--- src/rtl/tcp_rx_msg_framer_if.sv ---
// tcp_rx_msg_framer_if: handshake bundle around the RX message framer.
// Carries the notification stream, the raw RX payload stream, the outgoing
// descriptor stream and the framed payload stream. The slave modport is the
// framer's view. The master modport is the view of the logic that surrounds it.
interface tcp_rx_msg_framer_if #(
   parameter int DATA_W = 512
);
   localparam int KEEP_W = DATA_W / 8;

   logic                s_meta_valid;
   logic                s_meta_ready;
   logic [87:0]         s_meta_data;

   logic                s_data_valid;
   logic                s_data_ready;
   logic [DATA_W-1:0]   s_data_data;
   logic [KEEP_W-1:0]   s_data_keep;
   logic                s_data_last;

   logic                m_desc_valid;
   logic                m_desc_ready;
   logic [47:0]         m_desc_data;

   logic                m_data_valid;
   logic                m_data_ready;
   logic [DATA_W-1:0]   m_data_data;
   logic [KEEP_W-1:0]   m_data_keep;
   logic                m_data_last;

   modport slave (
      input  s_meta_valid, s_meta_data,
      output s_meta_ready,
      input  s_data_valid, s_data_data, s_data_keep, s_data_last,
      output s_data_ready,
      output m_desc_valid, m_desc_data,
      input  m_desc_ready,
      output m_data_valid, m_data_data, m_data_keep, m_data_last,
      input  m_data_ready
   );

   modport master (
      output s_meta_valid, s_meta_data,
      input  s_meta_ready,
      output s_data_valid, s_data_data, s_data_keep, s_data_last,
      input  s_data_ready,
      input  m_desc_valid, m_desc_data,
      output m_desc_ready,
      input  m_data_valid, m_data_data, m_data_keep, m_data_last,
      output m_data_ready
   );
endinterface

--- src/rtl/tcp_rx_msg_framer.sv ---
// tcp_rx_msg_framer: turns each TCP RX notification into a 48-bit descriptor.
// It then forwards exactly the notified number of payload bytes and
// regenerates last on the final beat of each message.
// Optional macro RX_FRAMER_STATS_EN: enables the four saturating statistics
// counters on status_reg. When it is not defined, status_reg is tied to zero.
module tcp_rx_msg_framer #(
   parameter int DATA_W = 512
) (
   input  logic                 clk,
   input  logic                 rst,
   tcp_rx_msg_framer_if.slave   bus,
   output logic [3:0][31:0]     status_reg
);
   localparam int          KEEP_W     = DATA_W / 8;
   localparam logic [15:0] KEEP_BYTES = 16'(KEEP_W);

   typedef enum logic [1:0] {IDLE, DESC, DATA} state_t;

   state_t      state, state_nxt;
   logic [15:0] session_q, length_q, remaining;
   logic        closed_q;
   logic        meta_hs, desc_hs, data_hs;

   // remaining bytes never go below zero, even when the final beat is short
   function automatic logic [15:0] sat_sub(input logic [15:0] a, input logic [15:0] b);
      return (a > b) ? (a - b) : 16'd0;
   endfunction

   // IP, port and reserved notification bits are not needed downstream;
   // upstream last is only consulted by the statistics
   logic unused_bits;
   assign unused_bits = ^{bus.s_meta_data[87:81], bus.s_meta_data[79:32], bus.s_data_last};

   assign meta_hs = bus.s_meta_valid && bus.s_meta_ready;
   assign desc_hs = bus.m_desc_valid && bus.m_desc_ready;
   assign data_hs = bus.m_data_valid && bus.m_data_ready;

   assign bus.m_desc_data = {15'd0, closed_q, length_q, session_q};
   assign bus.m_data_data = bus.s_data_data;
   assign bus.m_data_keep = bus.s_data_keep;

   // next-state and handshake outputs; the payload path is live only in DATA
   always_comb begin
      state_nxt        = state;
      bus.s_meta_ready = 1'b0;
      bus.m_desc_valid = 1'b0;
      bus.m_data_valid = 1'b0;
      bus.s_data_ready = 1'b0;
      bus.m_data_last  = 1'b0;
      case (state)
         IDLE: begin
            bus.s_meta_ready = 1'b1;
            if (bus.s_meta_valid) state_nxt = DESC;
         end
         DESC: begin
            bus.m_desc_valid = 1'b1;
            if (bus.m_desc_ready) state_nxt = (length_q == 16'd0) ? IDLE : DATA;
         end
         DATA: begin
            bus.m_data_valid = bus.s_data_valid;
            bus.s_data_ready = bus.m_data_ready;
            bus.m_data_last  = (remaining <= KEEP_BYTES);
            if (bus.s_data_valid && bus.m_data_ready && (remaining <= KEEP_BYTES))
               state_nxt = IDLE;
         end
         default: state_nxt = IDLE;
      endcase
   end

   // state register, latched notification fields and the byte countdown
   always_ff @(posedge clk or posedge rst) begin
      if (rst) begin
         state     <= IDLE;
         session_q <= '0;
         length_q  <= '0;
         closed_q  <= 1'b0;
         remaining <= '0;
      end else begin
         state <= state_nxt;
         if (meta_hs) begin
            session_q <= bus.s_meta_data[15:0];
            length_q  <= bus.s_meta_data[31:16];
            closed_q  <= bus.s_meta_data[80];
            remaining <= bus.s_meta_data[31:16];
         end else if (data_hs) begin
            remaining <= sat_sub(remaining, KEEP_BYTES);
         end
      end
   end

`ifdef RX_FRAMER_STATS_EN
   function automatic logic [31:0] sat_add(input logic [31:0] a, input logic [31:0] b);
      logic [32:0] s;
      s = {1'b0, a} + {1'b0, b};
      return s[32] ? 32'hFFFF_FFFF : s[31:0];
   endfunction

   logic [31:0] cnt_desc, cnt_bytes, cnt_mis, cnt_starve;

   // statistics: descriptors, notified bytes, last disagreements, starvation cycles
   always_ff @(posedge clk or posedge rst) begin
      if (rst) begin
         cnt_desc   <= '0;
         cnt_bytes  <= '0;
         cnt_mis    <= '0;
         cnt_starve <= '0;
      end else begin
         if (desc_hs)
            cnt_desc <= sat_add(cnt_desc, 32'd1);
         if (desc_hs && (length_q != 16'd0))
            cnt_bytes <= sat_add(cnt_bytes, {16'd0, length_q});
         if (data_hs && (bus.s_data_last != bus.m_data_last))
            cnt_mis <= sat_add(cnt_mis, 32'd1);
         if ((state == DATA) && !bus.s_data_valid)
            cnt_starve <= sat_add(cnt_starve, 32'd1);
      end
   end

   assign status_reg = {cnt_starve, cnt_mis, cnt_bytes, cnt_desc};
`else
   assign status_reg = '0;
`endif
endmodule

--- src/flat_wrapper.sv ---
// flat-port wrapper written by rule: the top's interface ports become plain ports
module tcp_rx_msg_framer_flat 
#(
   parameter int DATA_W = 512
)
  (clk, rst, status_reg, bus_s_meta_valid, bus_s_meta_data, bus_s_meta_ready, bus_s_data_valid, bus_s_data_data, bus_s_data_keep, bus_s_data_last, bus_s_data_ready, bus_m_desc_valid, bus_m_desc_data, bus_m_desc_ready, bus_m_data_valid, bus_m_data_data, bus_m_data_keep, bus_m_data_last, bus_m_data_ready);
  tcp_rx_msg_framer_if #(.DATA_W(DATA_W)) bus_i ();
  input  logic clk;
  input  logic rst;
  output logic [3:0][31:0] status_reg;
  input wire logic [$bits(bus_i.s_meta_valid)-1:0] bus_s_meta_valid;
  input wire logic [$bits(bus_i.s_meta_data)-1:0] bus_s_meta_data;
  output wire logic [$bits(bus_i.s_meta_ready)-1:0] bus_s_meta_ready;
  input wire logic [$bits(bus_i.s_data_valid)-1:0] bus_s_data_valid;
  input wire logic [$bits(bus_i.s_data_data)-1:0] bus_s_data_data;
  input wire logic [$bits(bus_i.s_data_keep)-1:0] bus_s_data_keep;
  input wire logic [$bits(bus_i.s_data_last)-1:0] bus_s_data_last;
  output wire logic [$bits(bus_i.s_data_ready)-1:0] bus_s_data_ready;
  output wire logic [$bits(bus_i.m_desc_valid)-1:0] bus_m_desc_valid;
  output wire logic [$bits(bus_i.m_desc_data)-1:0] bus_m_desc_data;
  input wire logic [$bits(bus_i.m_desc_ready)-1:0] bus_m_desc_ready;
  output wire logic [$bits(bus_i.m_data_valid)-1:0] bus_m_data_valid;
  output wire logic [$bits(bus_i.m_data_data)-1:0] bus_m_data_data;
  output wire logic [$bits(bus_i.m_data_keep)-1:0] bus_m_data_keep;
  output wire logic [$bits(bus_i.m_data_last)-1:0] bus_m_data_last;
  input wire logic [$bits(bus_i.m_data_ready)-1:0] bus_m_data_ready;
  assign bus_i.s_meta_valid = bus_s_meta_valid;
  assign bus_i.s_meta_data = bus_s_meta_data;
  assign bus_s_meta_ready = bus_i.s_meta_ready;
  assign bus_i.s_data_valid = bus_s_data_valid;
  assign bus_i.s_data_data = bus_s_data_data;
  assign bus_i.s_data_keep = bus_s_data_keep;
  assign bus_i.s_data_last = bus_s_data_last;
  assign bus_s_data_ready = bus_i.s_data_ready;
  assign bus_m_desc_valid = bus_i.m_desc_valid;
  assign bus_m_desc_data = bus_i.m_desc_data;
  assign bus_i.m_desc_ready = bus_m_desc_ready;
  assign bus_m_data_valid = bus_i.m_data_valid;
  assign bus_m_data_data = bus_i.m_data_data;
  assign bus_m_data_keep = bus_i.m_data_keep;
  assign bus_m_data_last = bus_i.m_data_last;
  assign bus_i.m_data_ready = bus_m_data_ready;
  tcp_rx_msg_framer #(.DATA_W(DATA_W)) u_core (.clk(clk), .rst(rst), .bus(bus_i), .status_reg(status_reg));
endmodule
--- config.mk ---
export PLATFORM = sky130hd
export DESIGN_NAME = tcp_rx_msg_framer_flat
export DESIGN_NICKNAME = d
export VERILOG_FILES = /design/src/rtl/tcp_rx_msg_framer_if.sv /design/src/rtl/tcp_rx_msg_framer.sv /design/src/flat_wrapper.sv
export SDC_FILE = /design/constraint.sdc
export NUM_CORES = 1
export LEC_CHECK = 0
export CAP_MARGIN = 20
export CORE_AREA = 2 2 555 557
export CTS_CLUSTER_SIZE = 28
export DETAILED_ROUTE_END_ITERATION = 10
export DIE_AREA = 0 0 557 559
export PLACE_DENSITY = 0.3
export SYNTH_ARGS = -nofsm -noshare
export SYNTH_HDL_FRONTEND = slang
export SYNTH_SLANG_ARGS = --single-unit
--- constraint.sdc ---
create_clock -name clk -period 1.6 [get_ports clk]
set_input_delay 0.24 -clock clk [delete_from_list [all_inputs] [get_ports clk]]
set_output_delay 0.24 -clock clk [all_outputs]
set_load 0.01 [all_outputs]
## Word-level counts from Yosys, hierarchy flattened

Cells that the tools add are included.

| cells by class | value |
|---|---|
| add/sub/neg operators | 1 |
| order comparisons | 2 |
| equality and inequality tests | 5 |
| mux-type cells | 13 |
| reductions and logical operators | 8 |

Operators with widths:

| kind | number |
|---|---|
| 16-bit two-way mux | 3 |
| 16-bit by 7-bit greater-than comparator with 1-bit output (second input constant) | 1 |
| 16-bit by 7-bit <= comparator with 1-bit output (second input constant) | 1 |
| 16-bit zero test | 1 |
| 16-bit by 7-bit subtractor with 16-bit output (second input constant) | 1 |
| 2-bit two-way mux | 4 |
| 2-bit one-hot mux with 3 select lines | 1 |
| 1-bit two-way mux | 5 |
| 1-bit logical AND | 4 |
| 2-bit != test (second input constant) | 2 |
| 3-bit AND reduction | 1 |
| 2-bit by 1-bit == test with 1-bit output (second input constant) | 1 |
| 2-bit == test (second input constant) | 1 |
| 2-bit zero test | 1 |
| 2-bit by 1-bit != test with 1-bit output (second input constant) | 1 |
| 2-bit nonzero test | 1 |

| storage, ports and cells | value |
|---|---|
| flip-flop bits (word level) | 51 |
| output and inout bits | 757 |
| logic and storage cells | 34 |

## Depth between registers and ports, before layout

Gate-level depths: netlist of the first run.

| logic depth | value |
|---|---|
| depth after elaboration | 5 |
| gate-level depth with buffers | 6 |

## Worst setup path after synthesis of the first run

Ideal clock, no wire load.

| path | value |
|---|---|
| path kind | register -> output |
| from | register u_core.remaining[7] |
| to | output bus_m_data_last |
| arrival | 1420 ps |
| setup slack | -60 ps |
| cell stages (with the launch flop) | 6 |
| cell sequence | dfrtp_1 inv_1 ha_1 nor4b_1 a21oi_1 nor4_1 |

| between the ends | value |
|---|---|
| word-level cells in the longest chain between the ends | 2 |

Ends and longest elaborated chain:

| what | line | text |
|---|---|---|
| start: declaration | tcp_rx_msg_framer.sv:20 | `logic [15:0] session_q, length_q, remaining;` |
| start signal: assignment | tcp_rx_msg_framer.sv:84 | `remaining <= bus.s_meta_data[31:16];` |
| start signal: assignment | tcp_rx_msg_framer.sv:86 | `remaining <= sat_sub(remaining, KEEP_BYTES);` |
| 16-bit by 7-bit <= comparator with 1-bit output | tcp_rx_msg_framer.sv:62 | `bus.m_data_last = (remaining <= KEEP_BYTES);` |
| 1-bit two-way mux | tcp_rx_msg_framer.sv:50 | `case (state)` |
| end: declaration | flat_wrapper.sv:25 | `output wire logic [$bits(bus_i.m_data_last)-1:0] bus_m_data_last;` |

Every way passes these cells.

## Worst setup path after layout of the first run

| path | value |
|---|---|
| from | register u_core.remaining[9] |
| to | output bus_m_data_last |

The elaborated chain is that of the path after synthesis.

==> metrics, run 1 <==
outcome complete, but fails checks; failing checks setup timing; gr usage total 8.832%; wire length on met1 9976 µm; CP Data Required Time approximately 1400 ps; synthesized cell area slightly below 8000 µm²; vias per inst 0.8783; TritonCTS clock tree built; grt ovf 0; area grow syn2layout 27.69%; first-pass GRT wire length 152500 µm; WL final 143700 µm; Post-DRT Antenna Nets 0; DR WL/cell roughly 31 µm; Hold Violations, Final 0; setup TNS -3613 ps; Pins Over Slew Limit 0; Core Region 305000 µm²; top layer in use met5; wire length on met2 56400 µm; setup slack, reg-to-reg -280 ps; worst skew pair latency 410 ps; layout cells sized above 1 28.03%; Leak 2.536 nW; chip height around 560 µm; HPWL after DPL 134700 µm; Hold WS 231.9 ps; Tmin final just over 2000 ps; Hold WC Path Type in -> async; largest net degree at the start of global routing 52; CTS Buf Count 5; Site Rows 203; Reg2Reg Depth 8; initial antenna violation count 27; CP max FO 2; RR Startpoint u_core.remaining[9]$_DFFE_PP0P_; Sequential cell area about 1300 µm²; FF-to-FF End u_core.remaining[12]$_DFFE_PP0P_; pwr dens between 900 and 1000 nW/µm²; Buffers on Ports 76; Reg clk slew, reported paths 150 ps; leading cell type in the layout, fill and taps excluded conb_1; Avg Cell Area, Syn 7.988 µm²; Hold Buf Count CTS 0; max frequency 495.7 MHz; Max VDD drop between 500 and 600 µV; via count 4069; Worst setup EP type output pin; Unique masters post-synth 45; number of global-route vias before repair between 3000 and 4000; #FFs+latches synth a little over 50; crit path kind reg -> out; Tcrit/Tclk final 126.1%; chip width 557 µm; Tot Pwr ~0.0098 W; Layout Skew between 40 and 50 ps; Detailed Routing Iterations Pass 1 4; # clock sinks 51; fill count between 30000 and 40000; area of the multi-input gates 1817 µm²; I/O pins 1428; Critical Path AT 1780 ps; Root Buffer clkbuf_16; metal3 WL 66700 µm; GPL Wtd Cong 0.7295; most frequent cells in the layout conb_1, nand2_1, dfrtp_1; Post-Syn Instances 968; sequential area share after synthesis between 15 and 20%; starting DRC count in detailed routing 173; setup slack after layout -417.5 ps; total die area roughly 310000 µm²; Post-layout nets 1200; clk buf depth 2; final setup violation count 23; element type at the critical path start flop; initial core utilization 2.535%; RSZ-0062 raised after global routing yes; Max-Cap Viols 0; DRC violations left 0; H-tree depth 2; pre-CTS worst setup slack -516.0 ps; Yosys warnings 0
-- critical path, stage by stage, from the launching register on --
cell      delay, ps
dfrtp_1         430
nor4_4          410
nand3b_4        140
nor4_4          210
buf_2           180
-- synth_stat cells (all sizes together) --
cell type	instances	area, µm²
a31oi	3	18.77
nor3	4	31.28
buf	724	5431
inv	7	26.28
a21o	2	15.01
a22oi	2	15.01
nand3b	1	20.02
o211ai	1	7.510
conb	1	3.750
a32oi	1	8.760
o211a	1	10.01
dfrtp	51	1276
o41ai	1	16.27
nand2	105	394.1
nand4b	1	15.01
o31ai	4	30.03
nand4	3	18.77
a21oi	4	20.02
ha	2	25.02
nor4	8	80.08
nand2b	3	18.77
or4	2	18.77
clkbuf	5	28.77
o22ai	1	6.260
and2	2	12.51
nor4b	2	23.77
nor2	7	26.28
a21boi	2	15.01
and4b	1	10.01
o21ai	11	58.80
a311oi	1	8.760
or3b	1	8.760
nor3b	1	7.510
or3	2	13.77
o311a	1	11.26
-- worst max-delay path by stage --
stage                                          start                         endpoint  slack [ps]  cells after the start
floorplan            u_core.remaining[6]$_DFFE_PP0P_  u_core.remaining[6]$_DFFE_PP0P_          10                      5
CTS                 u_core.remaining[12]$_DFFE_PP0P_                  bus_m_data_last        -500                      4
global route         u_core.remaining[9]$_DFFE_PP0P_                  bus_m_data_last        -520                      4
global placement     u_core.remaining[7]$_DFFE_PP0P_                  bus_m_data_last        -570                      6
detailed placement   u_core.remaining[7]$_DFFE_PP0P_                  bus_m_data_last        -520                      6
finish               u_core.remaining[9]$_DFFE_PP0P_                  bus_m_data_last        -420                      4
-- final cells by class --
type / count / share of cell area, %
Clock buffer: 5 / 1.267
Inverter: 7 / 0.2788
Multi-Input combinational cell: 324 / 18.40
Sequential cell: 51 / 12.94
Clock inverter: 3 / 0.2535
Timing Repair Buffer: 138 / 14.78
Tap cell: 4100 / 51.96
Antenna cell: 5 / 0.1267
-- flip-flops by register name, summed over array words and instances, names as in the netlist --
name              cells
u_core.closed_q       1
u_core.length_q      16
u_core.session_q     16
u_core.state          2
u_core.remaining     16
-- kinds of logic (layout without fill, tap and decap cells) --
logic type               after synthesis  after routing  synth area share [%]
AND/OR/NAND/NOR                      143            144                 9.046
other                                  1            148               0.04850
AO/OA/AOI/OAI                         35             35                 3.123
adder cells (fa/ha/maj)                2              2                0.3236
flip-flops                            51             51                 16.50
buffers and inverters                736            153                 70.95
-- metrics by stage --
| step | instances | util [%] | instance area [µm²] |
|---|---|---|---|
| after global routing | 4632 | 3.236 | 9871 |
| final | 4633 | 3.237 | 9873 |
| after CTS | 4624 | 3.177 | 9692 |
| after floorplan | 1110 | - | 8272 |
| after global placement | 4596 | 2.986 | 9109 |
| after detailed placement | 4596 | 2.986 | 9109 |
-- power by group --
part           leakage [nW]  internal [W]  total (W)  switching, W
Clock                0.0709      0.000604    0.00151      0.000904
Combinational          1.84       0.00261    0.00573       0.00312
Sequential            0.623       0.00191    0.00252      0.000612
-- layer usage --
layer  track usage [%]  vias to the layer above
met4             5.498                       10
met2             12.12                      935
li1                  -                     1267
met3             19.32                      358
met5            0.6638                        -
met1             1.722                     1499
-- timing repair --
item / in CTS / in global routing
setup endpoints to repair: 64 / 28
pin swaps: 17 / 22
cloned: 2 / 3
setup buffers: 21 / 4
gates resized for setup: 92 / 41
(Power assumes the default switching activity.)
==> run 2, diff against run 1 <==
- SLEW_MARGIN: unset -> 20
==> results of run 2 <==
Same layout as run 1: the final DEF is identical, and so are final timing and power.
